===== config.mk =====
export PLATFORM = sky130hd
export DESIGN_NAME = ctrl_sequencer_p
export DESIGN_NICKNAME = d
export VERILOG_FILES = /design/src/rtl/ctrl_sequencer_p.sv
export SDC_FILE = /design/constraint.sdc
export NUM_CORES = 1
export LEC_CHECK = 0
export BUFFER_PORTS_ARGS = -buffer_cell sky130_fd_sc_hd__buf_4
export CORE_MARGIN = 2
export CORE_UTILIZATION = 51
export DETAILED_ROUTE_END_ITERATION = 10
export PLACE_DENSITY = 0.83
export SLEW_MARGIN = 20
export SYNTH_ARGS = -nofsm -noshare
export SYNTH_HDL_FRONTEND = slang
export SYNTH_SLANG_ARGS = --single-unit

===== constraint.sdc =====
create_clock -name clk -period 2.9 [get_ports clk]
set_clock_uncertainty 0.15 [all_clocks]
set_input_delay 0.29 -clock clk [delete_from_list [all_inputs] [get_ports clk]]
set_output_delay 0.29 -clock clk [all_outputs]
set_load 0.02 [all_outputs]

===== src/rtl/ctrl_sequencer_p.sv =====
`default_nettype none
// ============================================================================
//  Module   : ctrl_sequencer_p
//  Purpose  : Multicycle control sequencer for the MIPS-subset datapath.
//             Fetch/decode with programmable wait counts, ADD/SUB/AND/ADDI/
//             ADDIU execution, and an exception path (EPC save, vector
//             read, PC load) for overflow and unknown instructions.
//  Revision : 1.0  initial release
// ============================================================================
module ctrl_sequencer_p #(
  parameter int unsigned MEM_WAIT    = 2,
  parameter int unsigned DECODE_WAIT = 2,
  parameter bit          ENABLE_OVF  = 1'b1,
  parameter logic [2:0]  EXC_IORD    = 3'd3,
  parameter logic [2:0]  EXC_PCSRC   = 3'd4
) (
  input  logic       clk,
  input  logic       reset_in,
  input  logic [5:0] OPCODE,
  input  logic [5:0] FUNCT,
  input  logic       O,
  output logic [2:0] ALUop,
  output logic [1:0] ALUsrcA,
  output logic [2:0] ALUsrcB,
  output logic [2:0] PCsrc,
  output logic [2:0] IorD,
  output logic [1:0] RegDst,
  output logic [2:0] MemToReg,
  output logic [1:0] EXCPcontrol,
  output logic       PCwrite,
  output logic       IrWrite,
  output logic       MDRwrite,
  output logic       Awrite,
  output logic       Bwrite,
  output logic       ALUoutCtrl,
  output logic       RegWrite,
  output logic       EPCcontrol,
  output logic       MEMwrite,
  output logic       reset_out,
  output logic [4:0] state_dbg
);

  typedef enum logic [4:0] {
    ST_RESET       = 5'd0,
    ST_FETCH_WAIT  = 5'd1,
    ST_FETCH_LATCH = 5'd2,
    ST_DECODE0     = 5'd3,
    ST_DECODE1     = 5'd4,
    ST_EXEC        = 5'd5,
    ST_ALU_LATCH   = 5'd6,
    ST_WB          = 5'd7,
    ST_EXC_EPC     = 5'd8,
    ST_EXC_READ    = 5'd9,
    ST_EXC_LATCH   = 5'd10,
    ST_EXC_JUMP    = 5'd11
  } state_t;

  typedef enum logic [2:0] {
    OP_ADD   = 3'd0,
    OP_SUB   = 3'd1,
    OP_AND   = 3'd2,
    OP_ADDI  = 3'd3,
    OP_ADDIU = 3'd4
  } op_t;

  typedef struct packed {
    logic [2:0] alu_op;
    logic [1:0] alu_src_a;
    logic [2:0] alu_src_b;
    logic [2:0] pc_src;
    logic [2:0] iord;
    logic [1:0] reg_dst;
    logic [2:0] mem_to_reg;
    logic [1:0] excp;
    logic       pc_write;
    logic       ir_write;
    logic       mdr_write;
    logic       a_write;
    logic       b_write;
    logic       alu_out;
    logic       reg_write;
    logic       epc;
    logic       mem_write;
    logic       reset_out;
  } ctrl_t;

  localparam logic [5:0] c_MEM_WAIT_CNT    = MEM_WAIT[5:0];
  localparam logic [5:0] c_DECODE_WAIT_CNT = DECODE_WAIT[5:0];

  state_t     r_state;
  state_t     w_state_nxt;
  logic [5:0] r_cnt;
  logic [5:0] w_cnt_nxt;
  op_t        r_op;
  op_t        w_op_nxt;
  logic       r_cause;
  logic       w_cause_nxt;
  ctrl_t      r_ctrl;
  logic       w_dec_valid;
  op_t        w_dec_op;
  logic       w_trap;

  // Control word for a given state; outputs depend only on state, op and cause.
  function automatic ctrl_t f_decode(input state_t s, input op_t op, input logic cause);
    ctrl_t c;
    logic  is_i;
    c    = '0;
    is_i = (op == OP_ADDI) || (op == OP_ADDIU);
    case (s)
      ST_RESET: begin
        c.reg_write  = 1'b1;
        c.reg_dst    = 2'd3;
        c.mem_to_reg = 3'd4;
        c.reset_out  = 1'b1;
      end
      ST_FETCH_WAIT, ST_FETCH_LATCH: begin
        c.alu_src_b = 3'd1;
        c.alu_op    = 3'd1;
        c.pc_src    = 3'd2;
        c.iord      = 3'd0;
        c.pc_write  = (s == ST_FETCH_LATCH);
        c.ir_write  = (s == ST_FETCH_LATCH);
      end
      ST_DECODE0, ST_DECODE1: begin
        c.alu_src_b = 3'd3;
        c.alu_op    = 3'd1;
        c.a_write   = (s == ST_DECODE1);
        c.b_write   = (s == ST_DECODE1);
        c.alu_out   = (s == ST_DECODE1);
      end
      ST_EXEC, ST_ALU_LATCH: begin
        c.alu_src_a = 2'd2;
        c.alu_src_b = is_i ? 3'd3 : 3'd0;
        case (op)
          OP_SUB:  c.alu_op = 3'd2;
          OP_AND:  c.alu_op = 3'd3;
          default: c.alu_op = 3'd1;
        endcase
        c.alu_out = (s == ST_ALU_LATCH);
      end
      ST_WB: begin
        c.reg_write  = 1'b1;
        c.mem_to_reg = 3'd6;
        c.reg_dst    = is_i ? 2'd0 : 2'd1;
      end
      ST_EXC_EPC: begin
        c.alu_src_a = 2'd0;
        c.alu_src_b = 3'd1;
        c.alu_op    = 3'd2;
        c.epc       = 1'b1;
        c.excp      = {1'b0, cause};
      end
      ST_EXC_READ, ST_EXC_LATCH: begin
        c.iord      = EXC_IORD;
        c.mdr_write = (s == ST_EXC_LATCH);
        c.excp      = {1'b0, cause};
      end
      ST_EXC_JUMP: begin
        c.pc_src   = EXC_PCSRC;
        c.pc_write = 1'b1;
        c.excp     = {1'b0, cause};
      end
      default: c = '0;
    endcase
    return c;
  endfunction

  // Instruction dispatch decode from the live IR fields.
  always_comb begin
    w_dec_valid = 1'b1;
    w_dec_op    = OP_ADD;
    if (OPCODE == 6'h00) begin
      case (FUNCT)
        6'h20:   w_dec_op = OP_ADD;
        6'h22:   w_dec_op = OP_SUB;
        6'h24:   w_dec_op = OP_AND;
        default: w_dec_valid = 1'b0;
      endcase
    end else if (OPCODE == 6'h08) begin
      w_dec_op = OP_ADDI;
    end else if (OPCODE == 6'h09) begin
      w_dec_op = OP_ADDIU;
    end else begin
      w_dec_valid = 1'b0;
    end
  end

  // ADDIU never traps; the other arithmetic ops trap on overflow when enabled.
  assign w_trap = ENABLE_OVF && O &&
                  ((r_op == OP_ADD) || (r_op == OP_SUB) || (r_op == OP_ADDI));

  // Next-state, wait counter, latched op and cause.
  always_comb begin
    w_state_nxt = ST_RESET;
    w_cnt_nxt   = '0;
    w_op_nxt    = r_op;
    w_cause_nxt = r_cause;
    case (r_state)
      ST_RESET:       w_state_nxt = ST_FETCH_WAIT;
      ST_FETCH_WAIT: begin
        if (r_cnt == c_MEM_WAIT_CNT) begin
          w_state_nxt = ST_FETCH_LATCH;
        end else begin
          w_state_nxt = ST_FETCH_WAIT;
          w_cnt_nxt   = r_cnt + 6'd1;
        end
      end
      ST_FETCH_LATCH: w_state_nxt = ST_DECODE0;
      ST_DECODE0:     w_state_nxt = ST_DECODE1;
      ST_DECODE1: begin
        if (r_cnt != c_DECODE_WAIT_CNT) begin
          w_state_nxt = ST_DECODE1;
          w_cnt_nxt   = r_cnt + 6'd1;
        end else if (w_dec_valid) begin
          w_state_nxt = ST_EXEC;
          w_op_nxt    = w_dec_op;
        end else begin
          w_state_nxt = ST_EXC_EPC;
          w_cause_nxt = 1'b0;
        end
      end
      ST_EXEC:        w_state_nxt = ST_ALU_LATCH;
      ST_ALU_LATCH: begin
        if (w_trap) begin
          w_state_nxt = ST_EXC_EPC;
          w_cause_nxt = 1'b1;
        end else begin
          w_state_nxt = ST_WB;
        end
      end
      ST_WB:          w_state_nxt = ST_FETCH_WAIT;
      ST_EXC_EPC:     w_state_nxt = ST_EXC_READ;
      ST_EXC_READ: begin
        if (r_cnt == c_MEM_WAIT_CNT) begin
          w_state_nxt = ST_EXC_LATCH;
        end else begin
          w_state_nxt = ST_EXC_READ;
          w_cnt_nxt   = r_cnt + 6'd1;
        end
      end
      ST_EXC_LATCH:   w_state_nxt = ST_EXC_JUMP;
      ST_EXC_JUMP:    w_state_nxt = ST_FETCH_WAIT;
      default:        w_state_nxt = ST_RESET;
    endcase
  end

  // State register with registered control word decoded from the next state.
  always_ff @(posedge clk or posedge reset_in) begin
    if (reset_in) begin
      r_state <= ST_RESET;
      r_cnt   <= '0;
      r_op    <= OP_ADD;
      r_cause <= 1'b0;
      r_ctrl  <= f_decode(ST_RESET, OP_ADD, 1'b0);
    end else begin
      r_state <= w_state_nxt;
      r_cnt   <= w_cnt_nxt;
      r_op    <= w_op_nxt;
      r_cause <= w_cause_nxt;
      r_ctrl  <= f_decode(w_state_nxt, w_op_nxt, w_cause_nxt);
    end
  end

  assign ALUop       = r_ctrl.alu_op;
  assign ALUsrcA     = r_ctrl.alu_src_a;
  assign ALUsrcB     = r_ctrl.alu_src_b;
  assign PCsrc       = r_ctrl.pc_src;
  assign IorD        = r_ctrl.iord;
  assign RegDst      = r_ctrl.reg_dst;
  assign MemToReg    = r_ctrl.mem_to_reg;
  assign EXCPcontrol = r_ctrl.excp;
  assign PCwrite     = r_ctrl.pc_write;
  assign IrWrite     = r_ctrl.ir_write;
  assign MDRwrite    = r_ctrl.mdr_write;
  assign Awrite      = r_ctrl.a_write;
  assign Bwrite      = r_ctrl.b_write;
  assign ALUoutCtrl  = r_ctrl.alu_out;
  assign RegWrite    = r_ctrl.reg_write;
  assign EPCcontrol  = r_ctrl.epc;
  assign MEMwrite    = r_ctrl.mem_write;
  assign reset_out   = r_ctrl.reset_out;
  assign state_dbg   = r_state;

endmodule
`default_nettype wire


==> flow_summary.json, run 1 <==
{
  "die_h_um": 61.8,
  "end_kind": "flop",
  "fill_cells": 286,
  "finalCriticalPeriod_ns": 2.52,
  "synth.area.top_cells": "dfrtp_1 (44%), buf_4 (5.7%), dfstp_2 (4.6%)",
  "seq_area_frac_synth_pct": 48.7,
  "setup_violations": 0,
  "grt_pass1_vias": 1197,
  "place_hpwl_um": 2470,
  "arrival_ns": 2.60,
  "hold_viol": 0,
  "numCtsBuffers": 5,
  "antenna_left": 0,
  "crit_required_ns": 2.98,
  "root_buffer": "clkbuf_4",
  "post_cts_buffers": 0,
  "path_cells": "inv_1 -> ha_1 -> nand2b_1 -> or4_4 -> nor3_4 -> mux2_2 -> a211o_1 -> a21bo_1",
  "route.detailed.drc": 0,
  "ys.flop_type": "dfrtp_1",
  "max_stage_delay_ns": 0.46,
  "initial_utilization_pct": 54.9,
  "synth_top_area_share_pct": 44.1,
  "final_common_cell": "buf_4",
  "grt_max_degree": 34,
  "crit_slowest_cell": "or4_4",
  "clkSinkCount": 33,
  "min-delay-start": "OPCODE[0]",
  "ys_types": 50,
  "crit_path_start_kind": "flop",
  "antenna_cells": 0,
  "dpl_worst_slack_ns": 0.390,
  "cts-resized-gates": 0,
  "vdd_drop_max_uv": 410,
  "powerDensity_nw_per_um2": 848,
  "fin_tns_setup_ns": 0,
  "drv_slew": 0,
  "max-slew-margin-rel_pct": 57.3,
  "h-tree-depth": 2,
  "tightest_slew_ns": 0.633,
  "routedWlPerCell_um": 12.1,
  "rsz0062_at_grt": "no",
  "antenna_found_initial": 0,
  "drv_cap": 0,
  "grt_first_pass_wirelength_um": 5290,
  "gr-usage-all-layers_pct": 19.0,
  "path_class": "reg2reg",
  "core_area_um2": 3100,
  "port_buffers": 41,
  "postSynthAreaPerCell_um2": 9.79,
  "via_per_inst": 5.08,
  "yosysTopAreaCell": "dfrtp_1",
  "cts_tree": "yes",
  "gp_congestion": 0.866,
  "synthCells": 174,
  "worstReg2RegStart": "r_cnt[0]$_DFF_PP0_",
  "clk_pin_slew_worst_paths_ns": 0.10,
  "startpoint": "r_cnt[0]$_DFF_PP0_",
  "ios": 51,
  "die_w_um": 61.8,
  "synth_edf_count": 0,
  "drtIter0Drc": 49,
  "period_share_pct": 87.0,
  "hold_path_class": "in2reg",
  "cts-hold-fix-buffers": 1,
  "synth-seq-cells": 33,
  "totalWireLength_um": 3220,
  "num_rows": 20,
  "dr.pass1.iters": 4,
  "status": "complete, no violations",
  "num-nets-final": 237,
  "area_growth_pct": 22.7,
  "yosys_warnings": 0,
  "clock_path_buffers": 2,
  "layout-drive-gt1-share_pct": 30.8,
  "gr-total-overflow": 0,
  "cp_max_fo": 8,
  "clock.fmax_mhz": 396,
  "ys_async_sr_fraction_pct": 100,
  "worst_slack_ns": 0.378,
  "layout_common_cells": "buf_4 (47), dfrtp_1 (30), nor2_1 (17)",
  "die_area_um2": 3820,
  "vias": 1346,
  "insertion_delay_ns": 0.33,
  "synth_area_um2": 1700,
  "p_leak_nw": 1.04
}
-- final timing paths --
path | endpoint | cells after the start | slack, ns
min in group asynchronous | PCsrc[2]$_DFF_PP0_ | 4 | 0.45
setup reg to reg | ALUop[0]$_DFF_PP0_ | 8 | 0.38
hold / removal | r_op[2]$_DFF_PP0_ | 3 | 0.09
max in group asynchronous | RegDst[0]$_DFF_PP1_ | 4 | 1.83
setup / recovery | ALUop[0]$_DFF_PP0_ | 8 | 0.38
hold reg to reg | r_cnt[0]$_DFF_PP0_ | 1 | 0.34
-- sequential cells by signal (all words and copies together) (netlist names), 2 cells and up --
signal,cells
r_cnt,6
state_dbg,4
r_op,3
ALUop,2
ALUsrcB,2
MemToReg,2
PCsrc,2
RegDst,2
-- critical path: cells and delay by family (launching register included) --
kind            cells  cell delay, ns
buf+inv             1            0.07
mux                 1            0.39
simple gates        3            0.85
fa+ha+maj           1            0.13
flops               1            0.42
compound gates      2            0.42
-- final cells by class --
cell class	count	area, µm²	area share (%)
Clock buffer	6	41.3	1.98
Timing Repair Buffer	48	363	17.4
Sequential cell	33	830	39.7
Multi-Input combinational cell	121	749	35.9
Inverter	11	41.3	1.98
Clock inverter	2	10.0	0.479
Tap cell	44	55.1	2.63
-- through the flow --
step	cells	power (mW)	hold WS, ns	util (%)	instance area (µm²)
finish	265	1.77	0.0880	67.3	2090
global route	265	1.92	0.111	67.3	2090
CTS	265	1.79	0.0661	67.3	2090
detailed placement	256	1.54	0.255	65.4	2030
global placement	256	1.53	0.250	65.4	2030
floorplan	182	1.26	0.267	-	1730
-- power breakdown --
| group | internal (mW) | switching (mW) |
|---|---|---|
| clock network | 0.0922 | 0.146 |
| registers | 0.579 | 0.0690 |
| logic | 0.371 | 0.516 |
-- synthesized netlist by cell type (all sizes together) (2+ instances only) --
cell type / number
nand3b: 2
ha: 2
or4: 2
nor3: 6
nor4: 2
o22ai: 2
a21oi: 4
or2: 3
nand2: 10
and2: 3
a31oi: 3
clkbuf: 3
dfrtp: 30
nand2b: 7
inv: 11
xor2: 3
nor2b: 8
o21ai: 8
nand3: 7
nor2: 17
buf: 14
xnor2: 4
dfstp: 3
-- cells by family after synthesis --
| group | count (synthesis) | synth area share [%] |
|---|---|---|
| xor gates and xnor gates | 7 | 3.60 |
| adders and majority gates | 2 | 1.47 |
| DFF | 33 | 48.7 |
| muxes | 1 | 0.661 |
| AOI/OAI and AO/OA | 29 | 12.1 |
| buffers and inverters | 28 | 9.04 |
| and+or+nand+nor | 73 | 24.2 |
| other | 1 | 0.220 |
-- layer usage --
layer	vias to the layer above	routed length (µm)	global-route usage [%]
li1	664	-	-
met1	619	1450	25.8
met2	60	1520	29.5
met3	3	231	5.80
met4	0	22	5.78
met5	-	0	0
Note: power is estimated with default switching activity, not from simulation.
==> inputs of run 2 (changes only) <==
--- a/config.mk
+++ b/config.mk
@@ -9,8 +9,7 @@
 export CORE_MARGIN = 2
 export CORE_UTILIZATION = 51
 export DETAILED_ROUTE_END_ITERATION = 10
-export PLACE_DENSITY = 0.83
-export SLEW_MARGIN = 20
+export PLACE_DENSITY = 0.79
 export SYNTH_ARGS = -nofsm -noshare
 export SYNTH_HDL_FRONTEND = slang
 export SYNTH_SLANG_ARGS = --single-unit
==> run 2 against run 1 <==
Net effect:
- via count rose by 1.2%
- flip-flop and latch count is the same
- core utilization is 0.36 points higher
- critical path depth stayed put
==> flow_summary.json, run 2 (synthesis results as in run 1) <==
{
  "vdd_drop_max_uv": 401,
  "cts_tree": "yes",
  "insertion_delay_ns": 0.34,
  "crit_path_start_kind": "flop",
  "period_share_pct": 87.8,
  "setup_violations": 0,
  "status": "complete, no violations",
  "gr-total-overflow": 0,
  "die_h_um": 61.8,
  "p_leak_nw": 1.05,
  "fin_tns_setup_ns": 0,
  "cp_max_fo": 8,
  "route.detailed.drc": 0,
  "gr-usage-all-layers_pct": 21.1,
  "totalWireLength_um": 3580,
  "grt_max_degree": 34,
  "swShare_pct": 40.8,
  "clock_path_buffers": 2,
  "rrSetupSlack_ns": 0.35,
  "clkSinkCount": 33,
  "num_rows": 20,
  "max_stage_delay_ns": 0.46,
  "end_kind": "flop",
  "largest-register": "r_cnt",
  "max-slew-margin-rel_pct": 57.7,
  "antenna_left": 0,
  "crit_family": "simple AND/OR/NAND/NOR gates",
  "routedWlPerCell_um": 13.6,
  "layout_common_cells": "buf_4 (46), dfrtp_1 (30), nor2_1 (17)",
  "finalCriticalPeriod_ns": 2.55,
  "tightest_slew_ns": 0.627,
  "area_growth_pct": 23.4,
  "p_clk_share_pct": 15.7,
  "powerDensity_nw_per_um2": 877,
  "antenna_found_initial": 0,
  "crit_slowest_cell": "or4_4",
  "grt_first_pass_wirelength_um": 5800,
  "finalNonFillerCells": 264,
  "grt_pass1_vias": 1311,
  "arrival_ns": 2.64,
  "crit_buf_inv": 1,
  "die_w_um": 61.8,
  "p_int_mw": 1.09,
  "drtIter0Drc": 43,
  "place_hpwl_um": 2750,
  "path_cells": "inv_1 -> ha_1 -> nand2b_1 -> or4_4 -> nor3_4 -> mux2_2 -> a211o_1 -> a21bo_1",
  "antenna_cells": 0,
  "drv_cap": 0,
  "dp.cells": 255,
  "dr.pass1.iters": 4,
  "dpl_worst_slack_ns": 0.356,
  "holdPathEnd": "r_op[2]$_DFF_PP0_",
  "final_common_cell": "buf_4",
  "clk_pin_slew_worst_paths_ns": 0.11,
  "worstReg2RegStart": "r_cnt[0]$_DFF_PP0_",
  "clock.fmax_mhz": 393,
  "ios": 51,
  "die_area_um2": 3820,
  "reg2reg_depth": 8,
  "gp_congestion": 0.988,
  "multiInputGateArea_um2": 749,
  "drv_slew": 0,
  "h-tree-depth": 2,
  "hold_viol": 0,
  "hold_path_class": "in2reg",
  "port_buffers": 41,
  "core_area_um2": 3100,
  "worst_slack_ns": 0.354,
  "register_area_um2": 830,
  "root_buffer": "clkbuf_4",
  "worstReg2RegEnd": "ALUop[0]$_DFF_PP0_",
  "min-delay-start": "OPCODE[0]",
  "layout-drive-gt1-share_pct": 30.9,
  "path_class": "reg2reg",
  "p_switching_mw": 0.752,
  "fill_cells": 260,
  "via_per_inst": 5.16,
  "num-nets-final": 236,
  "pwr-share-seq_pct": 35.2,
  "min_path_cells": 3,
  "largest_register_ff_count": 6,
  "rsz0062_at_grt": "no",
  "numCtsBuffers": 5,
  "vias": 1362,
  "crit_required_ns": 2.99,
  "power.share.combinational_pct": 49.1,
  "initial_utilization_pct": 54.9
}
## run 2: cell types whose count changed in the layout (fill, tap and decap cells not counted)
cell,delta
clkbuf_8,+2
clkinv_2,-1
buf_4,-1
clkbuf_1,-1
## run 2: repair_timing
action                                 in CTS  in global routing
setup buffers                               0                  0
hold buffers                                1                  0
resized for setup                           0                  0
endpoints found under the hold margin      30                  0
## run 2: worst max-delay path by stage
| stage | from | to | slack (ns) | cells past startpoint |
|---|---|---|---|---|
| 2_1_floorplan | state_dbg[0]$_DFF_PP0_ | ALUop[0]$_DFF_PP0_ | 0.50 | 7 |
| 3_3_place_gp | r_cnt[0]$_DFF_PP0_ | ALUop[0]$_DFF_PP0_ | 0.45 | 8 |
| 3_5_place_dp | r_cnt[0]$_DFF_PP0_ | ALUop[0]$_DFF_PP0_ | 0.36 | 8 |
| 4_1_cts | r_cnt[0]$_DFF_PP0_ | ALUop[0]$_DFF_PP0_ | 0.34 | 8 |
| 5_1_grt | r_cnt[0]$_DFF_PP0_ | ALUop[0]$_DFF_PP0_ | 0.23 | 8 |
| 6_report | r_cnt[0]$_DFF_PP0_ | ALUop[0]$_DFF_PP0_ | 0.35 | 8 |
## run 2: worst reg2reg max path, stage by stage, from the launching register on
cell and delay, ns:
dfrtp_1 0.42, inv_1 0.08, ha_1 0.15, nand2b_1 0.07
or4_4 0.46, nor3_4 0.31, mux2_2 0.40, a211o_1 0.23
a21bo_1 0.18
## run 2: power by group through the flow
stage / Clock (mW) / Sequential (mW) / Combinational, mW
3_5_place_dp: 0 / 0.660 / 0.900
4_1_cts: 0.295 / 0.650 / 0.904
6_report: 0.290 / 0.648 / 0.905
3_3_place_gp: 0 / 0.649 / 0.875
5_1_grt: 0.313 / 0.664 / 0.989
2_1_floorplan: 0 / 0.752 / 0.507
## run 2: stage by stage
step	hold slack (ns)	cell area [µm²]	power [mW]	utilization (%)
after floorplan	0.267	1730	1.26	-
final	0.0692	2100	1.84	67.7
after detailed placement	0.253	2020	1.56	65.1
after CTS	0.0771	2100	1.85	67.7
after global placement	0.241	2020	1.52	65.1
after global routing	0.0890	2100	1.97	67.7
## run 2: final cells by class
cell class,count,share of cell area [%]
Sequential cell,33,39.5
Multi-Input combinational cell,121,35.7
Timing Repair Buffer,47,16.9
Clock buffer,7,3.10
Tap cell,44,2.62
Inverter,11,1.97
Clock inverter,1,0.238
## run 2: routing by layer
| metal | wire length (µm) | vias up | global-route usage, % | part of all wire (%) |
|---|---|---|---|---|
| li1 | - | 661 | - | - |
| met1 | 1450 | 644 | 24.8 | 40 |
| met2 | 1870 | 52 | 36.5 | 52 |
| met3 | 223 | 5 | 5.80 | 6.2 |
| met4 | 41 | 0 | 8.51 | 1.1 |
| met5 | 0 | - | 0 | 0 |
